`src/rtl/serial_tx_pkg.sv`:
```
// rtl/serial_tx_pkg.sv - shared state encoding and line constants for serial_tx
package serial_tx_pkg;

   typedef enum logic [2:0] {
      IDLE   = 3'd0,
      START  = 3'd1,
      DATA   = 3'd2,
      PARITY = 3'd3,
      STOP   = 3'd4
   } tx_state_t;

   localparam int   DATA_BITS = 8;
   localparam logic LINE_IDLE = 1'b1;

endpackage

```
`src/rtl/serial_tx_baud_tick.sv`:
```
// rtl/serial_tx_baud_tick.sv - bit-period counter, ticks on the last cycle of each period
module baud_tick #(
   parameter int CLKS_PER_BIT = 16
) (
   input  logic clk,
   input  logic reset,
   input  logic clear,
   output logic tick
);

   localparam int           W    = $clog2(CLKS_PER_BIT);
   localparam logic [W-1:0] LAST = W'(CLKS_PER_BIT - 1);

   logic [W-1:0] cnt;

   assign tick = (cnt == LAST);

   // count 0..CLKS_PER_BIT-1; clear realigns the period to a state entry
   always_ff @(posedge clk or posedge reset) begin
      if (reset)
         cnt <= '0;
      else if (clear || tick)
         cnt <= '0;
      else
         cnt <= cnt + W'(1);
   end

endmodule

```
`src/rtl/serial_tx.sv`:
```
// rtl/serial_tx.sv - byte-to-serial frame transmitter; SERIAL_TX_PARITY_EN adds an even parity bit
module serial_tx
   import serial_tx_pkg::*;
#(
   parameter int CLKS_PER_BIT = 16
) (
   input  logic       clk,
   input  logic       reset,
   input  logic [7:0] datain,
   input  logic       dvalid,
   output logic       ack,
   output logic       txd,
   output logic       busy,
   output logic       tfin,
   output logic [7:0] framecount
);

   localparam logic [2:0] LAST_BIT = 3'(DATA_BITS - 1);

   tx_state_t  state, state_d;
   logic [7:0] shift, shift_d;
   logic [2:0] bitidx, bitidx_d;
   logic       txd_d, ack_d, tfin_d;
   logic       tick, clear;
`ifdef SERIAL_TX_PARITY_EN
   logic       par;
`endif

   // the bit period restarts whenever the FSM changes state
   assign clear = (state_d != state);
   assign busy  = (state != IDLE);

   baud_tick #(.CLKS_PER_BIT(CLKS_PER_BIT)) u_baud (
      .clk   (clk),
      .reset (reset),
      .clear (clear),
      .tick  (tick)
   );

   // next-state, shift/bit-index update and the line level for the next cycle
   always_comb begin
      state_d  = state;
      shift_d  = shift;
      bitidx_d = bitidx;
      ack_d    = 1'b0;
      tfin_d   = 1'b0;
      txd_d    = LINE_IDLE;
      case (state)
         IDLE: begin
            if (dvalid) begin
               state_d = START;
               shift_d = datain;
               ack_d   = 1'b1;
            end
         end
         START: begin
            if (tick) begin
               state_d  = DATA;
               bitidx_d = '0;
            end
         end
         DATA: begin
            if (tick) begin
               if (bitidx == LAST_BIT) begin
`ifdef SERIAL_TX_PARITY_EN
                  state_d = PARITY;
`else
                  state_d = STOP;
`endif
               end else begin
                  shift_d  = shift >> 1;
                  bitidx_d = bitidx + 3'd1;
               end
            end
         end
`ifdef SERIAL_TX_PARITY_EN
         PARITY: begin
            if (tick)
               state_d = STOP;
         end
`endif
         STOP: begin
            if (tick) begin
               state_d = IDLE;
               tfin_d  = 1'b1;
            end
         end
         default: state_d = IDLE;
      endcase
      // txd is registered, so it is derived from where the FSM is going
      case (state_d)
         START:   txd_d = 1'b0;
         DATA:    txd_d = shift_d[0];
`ifdef SERIAL_TX_PARITY_EN
         PARITY:  txd_d = par;
`endif
         default: txd_d = LINE_IDLE;
      endcase
   end

   // state, datapath and registered outputs
   always_ff @(posedge clk or posedge reset) begin
      if (reset) begin
         state      <= IDLE;
         shift      <= '0;
         bitidx     <= '0;
         txd        <= LINE_IDLE;
         ack        <= 1'b0;
         tfin       <= 1'b0;
         framecount <= '0;
      end else begin
         state  <= state_d;
         shift  <= shift_d;
         bitidx <= bitidx_d;
         txd    <= txd_d;
         ack    <= ack_d;
         tfin   <= tfin_d;
         if (tfin_d)
            framecount <= framecount + 8'd1;
      end
   end

`ifdef SERIAL_TX_PARITY_EN
   // even parity of the whole byte, taken at capture before shifting starts
   always_ff @(posedge clk or posedge reset) begin
      if (reset)
         par <= 1'b0;
      else if (state == IDLE && dvalid)
         par <= ^datain;
   end
`endif

endmodule

```
`config.mk`:
```
export PLATFORM = sky130hd
export DESIGN_NAME = serial_tx
export DESIGN_NICKNAME = d
export VERILOG_FILES = /design/src/rtl/serial_tx_pkg.sv /design/src/rtl/serial_tx_baud_tick.sv /design/src/rtl/serial_tx.sv
export SDC_FILE = /design/constraint.sdc
export NUM_CORES = 1
export LEC_CHECK = 0
export CORE_MARGIN = 4
export CORE_UTILIZATION = 45
export CTS_CLUSTER_SIZE = 16
export DETAILED_ROUTE_END_ITERATION = 12
export PLACE_DENSITY = 0.69
export SKIP_LAST_GASP = 1
export SYNTH_ARGS = -nofsm -noshare
export SYNTH_HDL_FRONTEND = slang
export SYNTH_SLANG_ARGS = --single-unit
```
`constraint.sdc`:
```
create_clock -name clk -period 2.1 [get_ports clk]
set_input_delay 0.315 -clock clk [delete_from_list [all_inputs] [get_ports clk]]
set_output_delay 0.315 -clock clk [all_outputs]
set_load 0.05 [all_outputs]
```
[Word-level counts from Yosys, hierarchy flattened]
Index checks and enable logic that the tools add are counted.
Word-level totals
  flip-flop bits (word level): 29
  input port bits: 11
  output and inout port bits: 12
  logic and storage cells: 51
Cells by class
  add/sub/neg operators: 3
  equal/unequal tests: 12
  muxes and demuxes: 20
  reductions and logical operators: 7
Operators with widths (count)
  3-bit 2-to-1 mux: 8
  8-bit 2-to-1 mux: 3
  8-bit case mux with 2 select lines: 1
  3-bit case mux with 4 select lines: 1
  8-bit by 1-bit adder with 8-bit output (second input constant): 1
  4-bit AND reduction: 2
  3-bit by 1-bit == test with 1-bit output (second input constant): 2
  3-bit by 2-bit == test with 1-bit output (second input constant): 2
  3-bit == test (second input constant): 2
  3-bit case mux with 2 select lines: 1
  4-bit by 1-bit adder with 4-bit output (second input constant): 1
  4-bit == test (second input constant): 1
  1-bit 2-to-1 mux: 4
  4-bit 2-to-1 mux: 1
  2-bit by 1-bit != test with 1-bit output (second input constant): 2
  2-bit != test (second input constant): 2
  2-bit nonzero test: 2
  3-bit by 1-bit adder with 3-bit output (second input constant): 1
  3-bit zero test: 1
  3-bit != test: 1
  3-bit nonzero test: 1
  1-bit case mux with 2 select lines: 1
  1-bit logical OR: 1

[Longest topological paths before layout]
Gate-level depths: netlist (run 1).
  depth in word-level cells: 7
  mapped depth: 6

[Modules after synthesis]
Synthesis (run 1) repeated with hierarchy kept, for this count alone.
Unflattened totals
  cell total of the unflattened synthesis: 115
  area, all modules: 1360.1 um^2
By module, submodules not included
  serial_tx: times used 1, cells an instance 101, area each 1184.9 um^2, seq. area each 626.9 um^2
  baud_tick: times used 1, cells an instance 14, area each 175.2 um^2, seq. area each 100.1 um^2

[Least setup slack after synthesis (run 1)]
Ideal clock, no wire load.
  path kind: reg-to-reg
  start: register bitidx[0]
  end: register shift[7]
  library setup time: 121 ps
  arrival time: 1546 ps
  required time: 1979 ps
  setup slack: 433 ps
  stages on the path, launching flop included: 7
  path buffers: 0
  cell sequence: dfrtp_1 -> ha_1 -> ha_1 -> nand4b_1 -> mux2i_1 -> nand2_1 -> a22o_2
On the way
  cells in the longest elaborated chain, start to end: 3
Ends and longest elaborated chain
  from (decl): RTL line serial_tx.sv:22  | logic [2:0] bitidx, bitidx_d;
  from (signal assigned): RTL line serial_tx.sv:114  | bitidx <= bitidx_d;
  3-bit == test: RTL line serial_tx.sv:64  | if (bitidx == LAST_BIT) begin
  2-bit != test (no source line)
  4-bit AND reduction (no source line)
  to (signal assigned): RTL line serial_tx.sv:113  | shift <= shift_d;
  to (decl): RTL line serial_tx.sv:21  | logic [7:0] shift, shift_d;
Every way passes these cells.
A chain may end at the register's enable or synchronous reset.

[Worst setup path after layout (run 1)]
  start: register txd
  end: output txd
RTL lines
  from (decl): RTL line serial_tx.sv:12  | output logic txd,
  from (signal assigned): RTL line serial_tx.sv:115  | txd <= txd_d;
No word-level cell between the ends.

==> flow_summary.ini, run 1 <==
[timing]
hold_violations = 0
fin_skew_ns = 0.0107
rsz0062_at_grt = no
maxSlewHeadroom = 0.658
final-max-slew-violation-count = 0
tightest_slew_ns = 0.511
period_share = 0.950
min_period_ns = 1.99
setup_slack_ns = 0.105
finalSetupTns_ns = 0
fmax_mhz = 501
setup-violations-final = 0
hold_ws_ns = 0.334

[drt]
post_drt_wl_per_cell_um = 15.1
drc = 0
drt_wl_total_um = 2560
drt-initial-drc-count = 42
via_per_inst = 5.68
dr_total_vias = 965
first_pass_iters = 4
drtAntennaViolNets = 0

[place]
gp_congestion = 0.812
place_hpwl_um = 1800
place_ws_ns = 0.276
io_buffer_count = 22
post_dp_cell_area_um2 = 1610

[synth]
synth_top_family_by_area = simple AND/OR/NAND/NOR gates
syn_inst = 110
synth_mux_area_frac = 0.0312
synth_edf_count = 0
avgSynthCellArea_um2 = 12.4
synth_async_sr_flop_share = 1.00
synth_fa_ha_area_frac = 0.0367
synth_compound_area_frac = 0.143
synthXorXnorAreaFrac = 0.0579
synth-seq-area-share = 0.534
ys_warn_count = 0
synth_top_flop_cell = dfrtp_1
synthDistinctLibCells = 33
synth_seq_cells = 29
syn-cell-area_um2 = 1360
synth_fp_nets = 125
yosys.area_share.simple = 0.169

[finish]
drive_gt1_frac = 0.151
final_area_um2 = 1680
n_antenna_cell = 0
area_growth_pct = 23.0
num-nets-final = 153

[pwr]
p_int_mw = 0.784
p_switching_mw = 0.224
powerDensity_nw_per_um2 = 601
p_leak_nw = 0.803
sw_frac_of_total = 0.222
p_seq_frac = 0.565
ir_drop_uv = 418
p_comb_frac = 0.045
clkPwrFrac = 0.390

[grt]
met1_usage = 0.180
antenna_found_initial = 0
use_met3 = 0.0647
grt_max_degree = 30
grt.total_usage = 0.150
grt_pass1_wl_um = 4580
grtUsageMet2 = 0.232
top_usage_layer = met2
grt-ovfl-total = 0
grt_pass1_vias = 1011

[die]
placementRows = 19
die_w_um = 63.0
die_h_um = 63.0
coreArea_um2 = 2830
pin_count = 23
start_util = 0.482
die_area_um2 = 3970

[clock_network]
cts_tree = built
htree_num_levels = 2
cts_setup_buffers = 0
ctsHoldBuffers = 0
root_buffer = clkbuf_4
numClockSinks = 29
cts-buffers-inserted = 5
cts_buffer_depth = 2
clk_latency_ns = 0.33
cts_resized = 0
path_clk_slew_ns = 0.10

[worst_setup_path]
crit_required_ns = 1.78
end_kind = output pin
cp_top_family = buffers and inverters
cp.arrival_ns = 1.68
crit_fanout = 1
cp-start-kind = flip-flop
path_class = reg -> out
path_cells = clkdlybuf4s50_1
slowest_delay_ns = 0.80
cp.buffers_inverters = 1
worst_path_max_delay_cell = clkdlybuf4s50_1

[outcome]
status = complete, no violations

[worst_hold_path]
min_path_type = in -> async

[job]
max_cap_viol_count = 0
## kinds of logic after synthesis
kind of cell             count (synthesis)
buffers and inverters                    6
flip-flops                              29
AND/OR/NAND/NOR                         33
adder cells (fa/ha/maj)                  4
AO/OA/AOI/OAI                           25
multiplexers                             4
XOR/XNOR                                 9
## stage by stage
stage | cells | utilization | total power, mW
after floorplan | 110 | - | 0.599
after global placement | 162 | 0.568 | 0.626
after detailed placement | 162 | 0.568 | 0.627
after CTS | 170 | 0.593 | 1.02
after global routing | 170 | 0.593 | 1.05
final | 170 | 0.593 | 1.01
## Yosys cell counts (3+ instances only)
master    n  share of area
dfrtp_1  28           0.51
nor2_1    7          0.019
a21o_1    6          0.033
nand4_1   3          0.014
xnor2_1   7          0.045
and2_1    3          0.014
inv_1     3         0.0083
a22o_1    8          0.051
ha_1      4          0.037
nand2_1   5          0.014
and3_1    3          0.014
## layout by cell type (no fill, tap or decap), types with 3 or more instances in the layout
cell type	count
ha_1	4
clkbuf_4	5
and2_1	3
a22o_1	8
nand2_1	5
inv_1	3
xnor2_1	7
dfrtp_1	28
nor2_1	7
a21o_1	6
nand4_1	3
and3_1	3
clkdlybuf4s50_1	21
buf_4	3
## final timing paths
path / start / end / slack [ns] / cells after the start
min in group clk: u_baud.cnt[0] / u_baud.cnt[0] / 0.46 / 1
setup reg to reg: bitidx[0] / shift[6] / 0.26 / 6
hold / removal: reset / framecount[5] / 0.33 / 3
max in group asynchronous: reset / txd / 1.46 / 3
setup / recovery: txd / txd / 0.11 / 1
hold reg to reg: u_baud.cnt[0] / u_baud.cnt[0] / 0.46 / 1
## flip-flops by register name, summed over array words and instances, names as in the netlist
name and cells:
u_baud.cnt 4, tfin 1, state 3, shift 8, framecount 8, ack 1, txd 1, bitidx 3
## power groups by stage
stage | logic [mW] | clock network (mW) | registers (mW)
3_5_place_dp | 0.0464 | 0 | 0.581
2_1_floorplan | 0.0158 | 0 | 0.583
3_3_place_gp | 0.0460 | 0 | 0.580
4_1_cts | 0.0468 | 0.400 | 0.570
6_report | 0.0454 | 0.393 | 0.570
5_1_grt | 0.0503 | 0.425 | 0.571
## routing by layer
| metal | vias up | part of all wire |
|---|---|---|
| met5 | - | 0 |
| met4 | 0 | 0.024 |
| met3 | 7 | 0.066 |
| met2 | 27 | 0.47 |
| met1 | 477 | 0.44 |
| li1 | 454 | - |
## final cells by class
| cell class | instances | area (µm²) |
|---|---|---|
| clock buffers | 7 | 65.1 |
| clock inverters | 1 | 5.00 |
| fillers | 242 | 1150 |
| inverters | 3 | 11.3 |
| multi-input cells | 75 | 597 |
| flip-flops and latches | 29 | 727 |
| well taps | 31 | 38.8 |
| repair buffers | 24 | 233 |
Note: power is estimated with default switching activity, not from simulation.
==> run 2, diff against run 1 <==
Settings changed: RECOVER_POWER set to 50.
==> run 2 against run 1 <==
  * The run now ends with max-capacitance violations, max-slew violations left
  * Hold slack improved by 0.13 ns
  * Core utilization decreased by 0.66 points
  * Clock power about the same
  * First-iteration DRC count decreased by 17%
  * Clock-buffer cell count unchanged
  * Global-route usage unchanged
  * Register-to-register slack about the same
  * Die area unchanged
  * Combinational power decreased by 3%
  * Clock skew about the same
  * Cell count unchanged
  * Non-clock buffer count unchanged
  * Largest power group unchanged
==> flow_summary.ini, run 2 (synthesis gave the netlist of run 1 again) <==
[timing]
rsz0062_at_grt = no
final-max-slew-violation-count = 30
tightest_slew_ns = 1.52
fin_skew_ns = 0.0107
period_share = 0.951
min_period_ns = 2.00
fmax_mhz = 501
setup-violations-final = 0
maxSlewHeadroom = -0.0155
finalSetupTns_ns = 0
hold_violations = 0

[drt]
drc = 0
drtAntennaViolNets = 0
drt-initial-drc-count = 35
dr_total_vias = 963
drt_wl_total_um = 2580
via_per_inst = 5.66
post_drt_wl_per_cell_um = 15.2
first_pass_iters = 4

[worst_setup_path]
worst_path_max_delay_cell = clkdlybuf4s50_1
setup.worst_path.start = txd
path_cells = clkdlybuf4s50_1
slowest_delay_ns = 0.81
cp-start-kind = flip-flop
cp.buffers_inverters = 1
path_class = reg -> out
crit_required_ns = 1.78
cp.arrival_ns = 1.68
r2r-start = bitidx[0]
end_kind = output pin
crit_fanout = 1
cp_top_family = buffers and inverters

[clock_network]
cts-buffers-inserted = 5
htree_num_levels = 2
root_buffer = clkbuf_4
cts_buffer_depth = 2
cts_tree = built
path_clk_slew_ns = 0.10
numClockSinks = 29
ctsHoldBuffers = 0
cts_setup_buffers = 0
clk_latency_ns = 0.33
cts_resized = 0

[grt]
grtUsageMet2 = 0.232
grt-ovfl-total = 0
met1_usage = 0.180
grt_pass1_wl_um = 4580
grt_pass1_vias = 1011
antenna_found_initial = 0
grt.total_usage = 0.150
use_met3 = 0.0647
grt_max_degree = 30
top_usage_layer = met2

[finish]
num-nets-final = 153
area_growth_pct = 21.7
fillCellCount = 246
drive_gt1_frac = 0.137
register_area_um2 = 727
n_antenna_cell = 0
final_util = 0.586
multi_input_area_um2 = 582
reg_top3 = framecount: 8 flops, shift: 8 flops, u_baud.cnt: 4 flops
final_common_cell = dfrtp_1
mostFrequentLayoutCells = dfrtp_1 (28), clkdlybuf4s50_1 (21), a22o_1 (8)

[die]
die_h_um = 63.0
start_util = 0.482
die_w_um = 63.0
placementRows = 19
pin_count = 23
die_area_um2 = 3970
coreArea_um2 = 2830

[pwr]
sw_frac_of_total = 0.222
p_switching_mw = 0.224
p_int_mw = 0.783
p_comb_frac = 0.044
clkPwrFrac = 0.390
powerDensity_nw_per_um2 = 607
ir_drop_uv = 418
p_seq_frac = 0.566
p_leak_nw = 0.793

[place]
place_hpwl_um = 1800
gp_congestion = 0.812
io_buffer_count = 22

[worst_hold_path]
hp-start = u_baud.cnt[0]
min_path_type = reg -> reg

[job]
max_cap_viol_count = 1

[outcome]
status = finished, violations left
violations = max-capacitance violations, max-slew violations
-- run 2: cell count changes in the layout (fill, tap and decap cells not counted), sizes merged --
cell,before,now
clkbuf,7,8
buf,3,2
-- run 2: power by group through the flow --
stage	logic, mW	registers [mW]	clock network [mW]
final	0.0440	0.570	0.393
after global routing	0.0489	0.571	0.425
after CTS	0.0468	0.570	0.400
after detailed placement	0.0464	0.581	0
after global placement	0.0460	0.580	0
after floorplan	0.0158	0.583	0
-- run 2: worst reg2reg max path, stage by stage, from the launching register on --
cell and delay [ns]:
dfrtp_1 0.40, ha_1 0.20, ha_1 0.19, nand4b_1 0.30
mux2i_1 0.21, nand2_1 0.19, a21o_1 0.24
-- run 2: final cells by class --
class / instances / share of cell area
Inverter: 3 / 0.00679
Multi-Input combinational cell: 75 / 0.351
Tap cell: 31 / 0.0234
Sequential cell: 29 / 0.438
Clock inverter: 1 / 0.00302
Timing Repair Buffer: 24 / 0.138
Clock buffer: 7 / 0.0392
-- run 2: per-layer routing --
layer	vias up	part of all wire
met5	-	0
met4	0	0.025
met3	7	0.059
met2	23	0.47
met1	479	0.45
li1	454	-
-- run 2: worst paths after layout --
kind | end | slack [ns] | cells after the start
max | txd | 0.10 | 1
min | u_baud.cnt[0] | 0.46 | 1
max reg2reg | shift[6] | 0.25 | 6
min reg2reg | u_baud.cnt[0] | 0.46 | 1
max in group asynchronous | shift[6] | 0.42 | 3
min in group asynchronous | framecount[5] | 0.79 | 3
-- run 2: stage by stage --
stage / power [mW] / std cells / hold slack, ns / worst slack, ns / cell area, µm²
final: 1.01 / 170 / 0.463 / 0.104 / 1660
after global routing: 1.04 / 170 / 0.491 / 0.0478 / 1660
after CTS: 1.02 / 170 / 0.345 / 0.0861 / 1680
after detailed placement: 0.627 / 162 / 0.450 / 0.276 / 1610
after global placement: 0.626 / 162 / 0.445 / 0.320 / 1610
after floorplan: 0.599 / 110 / 0.392 / 0.433 / 1360
==> run 3, diff against run 2 <==
Settings changed: SYNTH_HIERARCHICAL set to 1.
==> run 3 against run 2 <==
  * The flow now finishes without violations
  * Core utilization decreased by 0.089 points
  * Cell count rose by 0.59%
  * Highest routed layer unchanged
  * Global-route usage fell by 0.15 points
  * Largest cell class unchanged
  * Total power grew 77%
  * Design area shrank 0.15%
  * Setup slack improved by 0.041 ns
==> flow_summary.ini, run 3 <==
[pwr]
p_comb_frac = 0.281
p_leak_nw = 0.809
p_switching_mw = 0.571
sw_frac_of_total = 0.320
ir_drop_uv = 468
powerDensity_nw_per_um2 = 1080
finalPower_mw = 1.78
clkPwrFrac = 0.268
p_seq_frac = 0.451
p_int_mw = 1.21

[synth]
syn-cell-area_um2 = 1360
syn_inst = 115
synth-seq-area-share = 0.534
synth_seq_cells = 29
synthTopCellsByCount = dfrtp_1 (28), a21o_1 (7), xnor2_1 (7)
avgSynthCellArea_um2 = 11.8
synth_edf_count = 0
synth_fp_nets = 130
synth_top_family_by_area = simple AND/OR/NAND/NOR gates
synthXorXnorAreaFrac = 0.0515
synth_async_sr_flop_share = 1.00
synth_mux_area_frac = 0.0405
synth_top_flop_cell = dfrtp_1
synth_fa_ha_area_frac = 0.0368
ys_warn_count = 6
yosysTopAreaCellShare = 0.515
yosysTopAreaCell = dfrtp_1
synth_compound_area_frac = 0.134
synthDistinctLibCells = 37
yosys.area_share.simple = 0.155
synthTopCellsByArea = dfrtp_1 (52%), xnor2_1 (4.5%), a21o_1 (3.9%)
yosysMostFrequentCell = dfrtp_1

[worst_setup_path]
path_cells = clkdlybuf4s50_1
crit_required_ns = 1.78
path_class = reg -> out
crit_fanout = 1
cp_top_family = buffers and inverters
cp.buffers_inverters = 1
slowest_delay_ns = 0.79
r2r_setup_slack_ns = 0.20
cp.arrival_ns = 1.64
worst_path_max_delay_cell = clkdlybuf4s50_1
end_kind = output pin
cp-start-kind = flip-flop

[clock_network]
cts-buffers-inserted = 5
cts_tree = built
clk_latency_ns = 0.33
cts_setup_buffers = 0
cts_resized = 0
numClockSinks = 29
ctsHoldBuffers = 0
root_buffer = clkbuf_4
htree_num_levels = 2
path_clk_slew_ns = 0.09
cts_buffer_depth = 2

[die]
die_w_um = 63.0
placementRows = 19
die_h_um = 63.0
die_area_um2 = 3970
pin_count = 23
start_util = 0.481
coreArea_um2 = 2830

[finish]
final_util = 0.585
mostFrequentLayoutCells = dfrtp_1 (28), clkdlybuf4s50_1 (20), xnor2_1 (7), a21o_1 (7)
multi_input_area_um2 = 568
area_growth_pct = 21.7
fillCellCount = 252
num-nets-final = 154
final_common_cell = dfrtp_1
register_area_um2 = 727
n_antenna_cell = 0
drive_gt1_frac = 0.114
reg_top3 = framecount: 8 flops, shift: 8 flops, u_baud/cnt: 4 flops

[drt]
drt_wl_total_um = 2500
drt-initial-drc-count = 39
wl_met1_um = 1090
post_drt_wl_per_cell_um = 14.6
drc = 0
top_layer_used = met4
met2_wirelength_um = 1250
dr_total_vias = 951
drtAntennaViolNets = 0
via_per_inst = 5.56
wl_met3_um = 128
first_pass_iters = 4

[grt]
grt.total_usage = 0.149
grt-ovfl-total = 0
grt_pass1_wl_um = 4520
antenna_found_initial = 0
grt_max_degree = 26
grt_pass1_vias = 987

[outcome]
status = complete, no violations

[place]
place_hpwl_um = 1800
io_buffer_count = 22
gp_congestion = 0.831
place_ws_ns = 0.217

[worst_hold_path]
min_path_type = in -> async

[timing]
setup-violations-final = 0
final-max-slew-violation-count = 0
fmax_mhz = 511
finalSetupTns_ns = 0
maxSlewHeadroom = 0.149
hold_violations = 0
period_share = 0.931
setup_slack_ns = 0.145
min_period_ns = 1.96
rsz0062_at_grt = no
tightest_slew_ns = 1.28
fin_skew_ns = 0.0120

[job]
max_cap_viol_count = 0
run 3: changes by cell type in the layout (fill, tap and decap cells not counted), moves of 2 or more:
cell,delta
mux2_2,+2
o21a_1,-2
a22oi_1,+2
nand3b_1,-2
o22ai_1,-2
nor3_1,+2
a21oi_1,+2
nand3_1,-2
and2_1,-2
nor2_1,-2
a22o_1,-2
a31oi_1,+3
run 3: final timing paths:
check	from	end	depth (start not counted)
setup / recovery	txd	txd	1
hold / removal	reset	u_baud/cnt[3]	2
setup reg to reg	u_baud/cnt[0]	txd	5
hold reg to reg	framecount[7]	framecount[7]	1
max in group asynchronous	reset	bitidx[2]	3
min in group clk	framecount[7]	framecount[7]	1
run 3: cell type report:
cell class	instances	share of cell area
inverter	4	0.00907
multi-input combinational	76	0.343
clock buffer	7	0.0333
timing repair buffer	23	0.134
tap	31	0.0234
sequential	29	0.439
clock inverter	1	0.0181
run 3: routing by layer:
metal  up-vias  GRT usage
met5         -          0
met4         0     0.0826
met3         4     0.0665
met2        19      0.221
met1       465      0.177
li1        463          -
run 3: cells by family (layout without fill, tap and decap cells):
| family | Yosys count | count (layout) |
|---|---|---|
| xor+xnor | 8 | 8 |
| buf+inv | 10 | 35 |
| mux | 5 | 5 |
| flops | 29 | 29 |
| fa+ha+maj | 4 | 4 |
| compound gates | 25 | 25 |
| simple gates | 34 | 34 |
run 3: power by group through the flow:
stage | sequential, mW | clock, mW | combinational (mW)
5_1_grt | 0.826 | 0.523 | 0.559
6_report | 0.806 | 0.478 | 0.501
3_5_place_dp | 0.814 | 0 | 0.506
2_1_floorplan | 0.818 | 0 | 0.381
3_3_place_gp | 0.807 | 0 | 0.482
4_1_cts | 0.805 | 0.492 | 0.509
run 3: through the flow:
stage                     hold WS, ns  instances  area (µm²)
after floorplan                0.0811        115        1360
after global placement          0.462        163        1570
after detailed placement        0.466        163        1570
after CTS                       0.179        171        1660
after global routing            0.320        171        1660
final                           0.319        171        1660
